**src/rtl/fsoc_wb_arb.sv**
```systemverilog
// Two-master (imem/dmem), two-slave (RAM/GPIO) Wishbone arbiter with round-robin
// ties, address-based dmem routing and a no-ack timeout guarding every grant.
module fsoc_wb_arb #(
  parameter int GPIO_BIT = 28,
  parameter int TIMEOUT  = 15
) (
  input  logic        clk_i,
  input  logic        rst_in,
  input  logic        imem_stb_i,
  input  logic [31:0] imem_adr_i,
  output logic [31:0] imem_dat_o,
  output logic        imem_ack_o,
  input  logic        dmem_stb_i,
  input  logic        dmem_we_i,
  input  logic [3:0]  dmem_be_i,
  input  logic [31:0] dmem_adr_i,
  input  logic [31:0] dmem_dat_i,
  output logic [31:0] dmem_dat_o,
  output logic        dmem_ack_o,
  output logic        mem_cyc_o,
  output logic        mem_stb_o,
  output logic        mem_we_o,
  output logic [3:0]  mem_be_o,
  output logic [31:0] mem_adr_o,
  output logic [31:0] mem_dat_o,
  input  logic [31:0] mem_dat_i,
  input  logic        mem_ack_i,
  output logic        gpio_cyc_o,
  output logic        gpio_stb_o,
  output logic        gpio_we_o,
  output logic [3:0]  gpio_be_o,
  output logic [31:0] gpio_dat_o,
  input  logic [31:0] gpio_dat_i,
  input  logic        gpio_ack_i,
  output logic        tout_o
);

  localparam int CW = (TIMEOUT > 0) ? $clog2(TIMEOUT + 1) : 1;

  typedef enum logic [1:0] {IDLE, GNT_I, GNT_D} state_e;

  state_e        state_q, state_d;
  logic          last_q, last_d;          // 1: dmem was granted last
  logic          sel_gpio_q, sel_gpio_d;
  logic [CW-1:0] cnt_q, cnt_d;
  logic          tout_q, tout_d;

  logic        gnt_i, gnt_d, to_mem, to_gpio;
  logic        m_stb, s_ack, tmo, m_ack, done;
  logic [31:0] s_dat, req_adr, req_dat;
  logic [3:0]  req_be;
  logic        req_we, req_stb;

  assign gnt_i   = (state_q == GNT_I);
  assign gnt_d   = (state_q == GNT_D);
  assign to_gpio = gnt_d & sel_gpio_q;
  assign to_mem  = gnt_i | (gnt_d & ~sel_gpio_q);

  assign m_stb = gnt_i ? imem_stb_i : (gnt_d & dmem_stb_i);
  assign s_ack = to_gpio ? gpio_ack_i : (to_mem & mem_ack_i);
  assign s_dat = to_gpio ? gpio_dat_i : mem_dat_i;

  // Timeout cycle: the slave request is withdrawn and the master gets a zero-data ack
  assign tmo   = (TIMEOUT != 0) && (state_q != IDLE) && (cnt_q == CW'(TIMEOUT));
  assign m_ack = s_ack | tmo;
  assign done  = s_ack | tmo | ~m_stb;

  assign imem_ack_o = gnt_i & m_ack;
  assign dmem_ack_o = gnt_d & m_ack;
  assign imem_dat_o = (gnt_i & s_ack) ? s_dat : 32'h0;
  assign dmem_dat_o = (gnt_d & s_ack) ? s_dat : 32'h0;

  assign req_stb = m_stb & ~tmo;
  assign req_we  = gnt_d & dmem_we_i;
  assign req_be  = gnt_i ? 4'hF : (gnt_d ? dmem_be_i : 4'h0);
  assign req_adr = gnt_i ? imem_adr_i : (gnt_d ? dmem_adr_i : 32'h0);
  assign req_dat = gnt_d ? dmem_dat_i : 32'h0;

  assign mem_cyc_o = to_mem & req_stb;
  assign mem_stb_o = to_mem & req_stb;
  assign mem_we_o  = to_mem & req_we;
  assign mem_be_o  = to_mem ? req_be  : 4'h0;
  assign mem_adr_o = to_mem ? req_adr : 32'h0;
  assign mem_dat_o = to_mem ? req_dat : 32'h0;

  assign gpio_cyc_o = to_gpio & req_stb;
  assign gpio_stb_o = to_gpio & req_stb;
  assign gpio_we_o  = to_gpio & req_we;
  assign gpio_be_o  = to_gpio ? req_be  : 4'h0;
  assign gpio_dat_o = to_gpio ? req_dat : 32'h0;

  assign tout_o = tout_q;

  always_comb begin
    state_d    = state_q;
    last_d     = last_q;
    sel_gpio_d = sel_gpio_q;
    cnt_d      = cnt_q;
    tout_d     = tout_q;
    case (state_q)
      IDLE: begin
        if (imem_stb_i && (!dmem_stb_i || last_q)) begin
          state_d = GNT_I;
          last_d  = 1'b0;
          cnt_d   = '0;
        end else if (dmem_stb_i) begin
          state_d    = GNT_D;
          last_d     = 1'b1;
          sel_gpio_d = dmem_adr_i[GPIO_BIT];
          cnt_d      = '0;
        end
      end
      default: begin
        if (done) state_d = IDLE;
        else if (cnt_q != {CW{1'b1}}) cnt_d = cnt_q + 1'b1;
        // A real ack in the timeout cycle takes precedence over the flag
        if (tmo && !s_ack) tout_d = 1'b1;
      end
    endcase
  end

  always_ff @(posedge clk_i or negedge rst_in) begin
    if (!rst_in) begin
      state_q    <= IDLE;
      last_q     <= 1'b1;
      sel_gpio_q <= 1'b0;
      cnt_q      <= '0;
      tout_q     <= 1'b0;
    end else begin
      state_q    <= state_d;
      last_q     <= last_d;
      sel_gpio_q <= sel_gpio_d;
      cnt_q      <= cnt_d;
      tout_q     <= tout_d;
    end
  end

endmodule
```
**config.mk**
```make
export PLATFORM = sky130hd
export DESIGN_NAME = fsoc_wb_arb
export DESIGN_NICKNAME = d
export VERILOG_FILES = /design/src/rtl/fsoc_wb_arb.sv
export SDC_FILE = /design/constraint.sdc
export NUM_CORES = 1
export LEC_CHECK = 0
export BUFFER_PORTS_ARGS = -buffer_cell sky130_fd_sc_hd__buf_2
export CAP_MARGIN = 20
export CORE_AREA = 2 2 135 137
export DETAILED_ROUTE_END_ITERATION = 8
export DIE_AREA = 0 0 137 139
export PLACE_DENSITY = 0.53
export SETUP_SLACK_MARGIN = 0.5
export SKIP_CTS_REPAIR_TIMING = 1
export SLEW_MARGIN = 5
export SYNTH_ARGS = -nofsm -noshare
export SYNTH_HDL_FRONTEND = slang
export SYNTH_SLANG_ARGS = --single-unit
```
**constraint.sdc**
```tcl
create_clock -name clk_i -period 2.9 [get_ports clk_i]
set_clock_uncertainty 0.1 [all_clocks]
set_input_delay 0.58 -clock clk_i [delete_from_list [all_inputs] [get_ports clk_i]]
set_output_delay 0.58 -clock clk_i [all_outputs]
set_load 0.05 [all_outputs]
```
==> flow_summary.ini <==
[synthesis]
ys_seq_area_share_pct = 10.9
synth_warnings = 0
synth_seq_cells = 9
synth.most_common_cell = and3_1
synth_edf_count = 0
async_reset_ff_share_pct = 100
syn_nets = 501
synthCells = 329
synth_flop_cell = dfrtp_1
synth.distinct_cells = 38
netlist.area_leader.share_pct = 21.3
synth_largest_area_cell = and3_1
synth_top_cells_by_count = 71 x and3_1, 69 x nand2_1, 36 x a21oi_1
syn_area_sq_um = 2080
syn_area_per_cell_sq_um = 6.34
synth_area_leaders = and3_1 21%, a22o_1 13%, nand2_1 12%

[pwr]
clock_power_share_pct = 7.6
p_int_uw = 1240
netSwitchingPower_uw = 2070
power.density_nw_per_um2 = 704
pwr-share-comb_pct = 85.2
power_frac_seq_pct = 7.2
ir_drop_v = 0.000370
p_sw_share_pct = 62.4
leakage_uw = 0.00290

[global_route]
grt_overflow_total = 0
track_usage_pct = 12.1
grt_pass1_vias = 3249
grt_pass1_wl_mm = 18.5
antenna_found_initial = 1
grt_max_degree = 71

[job]
maxCapViolations = 0

[detailed_routing]
dr_total_vias = 3775
drc = 0
highest_layer = met4
antenna_left = 0
wl_met3_mm = 1.18
drt-total-wl_mm = 14.3
wl_per_cell_um = 16.1
dr_wl_met2_mm = 7.30
wl_met1_mm = 5.71
drtIter0Drc = 202
dr.pass1.iters = 4
viasPerCell = 4.25

[critical_path]
cp-startpoint = state_q[0]$_DFFE_PN0P_
crit_required_ns = 2.22
endpoint_kind = output pin
r2r_start = state_q[0]$_DFFE_PN0P_
crit_path_max_fanout = 18
worstSetupPathType = flop to output pin
start_kind = flop
cp_data_arrival_time_ns = 1.73

[timing]
final-setup-viol-count = 0
min_period_ns = 2.41
rsz0062_at_grt = yes
report.final.slew_viol_count = 0
tightest_slew_ns = 0.525
finalCritPeriodShare_pct = 83.0
relSlewSlack_pct = 64.9
hold_viol = 0
holdWs_ns = 0.0843
setup_tns_ns = 0
fmax_mhz = 416
fin_ws_ns = 0.494

[cts]
clock-sinks = 9
cts_tree = done
cts-buffers-inserted = 3
clockBufferDepth = 2
root_buffer = clkbuf_16
clkTransAtPathRegs_ns = 0.04
cts_htree_levels = 1
insertion_delay_ns = 0.24

[die]
die_h_um = 139
core_area_sq_um = 17700
die_area_sq_um = 19000
initial_core_util_pct = 11.8
rows = 49
ios = 348
chipWidth_um = 137

[place]
portBuffers = 347
pre_cts_slack_ns = 0.474
hpwl_mm = 10.4
place.gp.congestion = 0.822

[final_layout]
area.growth.synth_to_final_pct = 126
regArea_sq_um = 230
nets = 832
multi_input_area_sq_um = 1760
fillers = 2000
drive_above_1_share_pct = 59.9

[status]
outcome = complete, no violations

[min_path]
min_path_type = primary input to asynchronous set/reset pin
[sequential cells by signal (all words and copies together) (netlist names)]
| signal | cells |
|---|---|
| cnt_q | 4 |
| tout_o | 1 |
| sel_gpio_q | 1 |
| state_q | 2 |
| last_q | 1 |
[cells by family after synthesis]
| family | synth area share [%] |
|---|---|
| buffers and inverters | 8.46 |
| muxes | 2.34 |
| AOI/OAI and AO/OA | 28.5 |
| and+or+nand+nor | 49.3 |
| DFF | 10.9 |
| adders and majority gates | 0.600 |
[path summary, 6_finish.rpt]
path,end,cells past startpoint,slack (ns)
worst max-delay path,mem_adr_o[30],5,0.49
worst min-delay path,cnt_q[3]$_DFFE_PN0P_,1,0.08
worst max register to register,cnt_q[3]$_DFFE_PN0P_,4,1.15
worst min register to register,tout_o$_DFFE_PN0P_,1,0.42
max in group asynchronous,last_q$_DFFE_PN1P_,1,2.37
min in group clk_i,tout_o$_DFFE_PN0P_,1,0.42
[metrics by stage]
stage / utilization, % / cells / cell area (sq um) / power (uW)
3_5_place_dp: 22.9 / 875 / 4040 / 2720
3_3_place_gp: 22.9 / 875 / 4040 / 2710
6_report: 26.7 / 889 / 4710 / 3310
2_1_floorplan: - / 329 / 2090 / 2080
5_1_grt: 26.7 / 889 / 4710 / 3480
4_1_cts: 23.3 / 879 / 4120 / 2970
[per-layer routing]
| layer | track usage, % | up-vias |
|---|---|---|
| met3 | 1.83 | 12 |
| li1 | - | 1828 |
| met2 | 21.5 | 177 |
| met4 | 2.12 | 0 |
| met1 | 15.5 | 1758 |
| met5 | 0 | - |
[worst max-delay path, stage by stage, from the launching register on]
cell and delay [ns]:
dfrtp_2 0.48, nor3_4 0.23, buf_6 0.17, buf_8 0.18
a22o_1 0.24, buf_6 0.18
[placed cells by master (no fill, tap or decap), types with 3 or more instances in the layout]
cell type    n
a21o_1       4
a21oi_1     29
a21oi_2      7
a22o_1      32
and2_1      34
and3_1      71
buf_12       4
buf_2      241
buf_4       75
buf_6       24
clkbuf_16    6
clkbuf_4    16
dfrtp_1      5
dfrtp_2      3
nand2_1     69
nor2_1       4
[layout make-up]
cell class,instances,area share [%]
Timing Repair Buffer,365,49.8
Antenna cell,1,0.0532
Tap cell,229,6.09
Clock buffer,4,1.68
Inverter,1,0.0798
Sequential cell,9,4.89
Multi-Input combinational cell,280,37.4
[power by group through the flow]
stage / Clock, uW / Combinational, uW / Sequential [uW]
finish: 252 / 2820 / 239
global route: 266 / 2970 / 249
CTS: 255 / 2490 / 231
detailed placement: 0 / 2480 / 233
global placement: 0 / 2480 / 230
floorplan: 0 / 1870 / 214
Note: power is estimated with default switching activity, not from simulation.
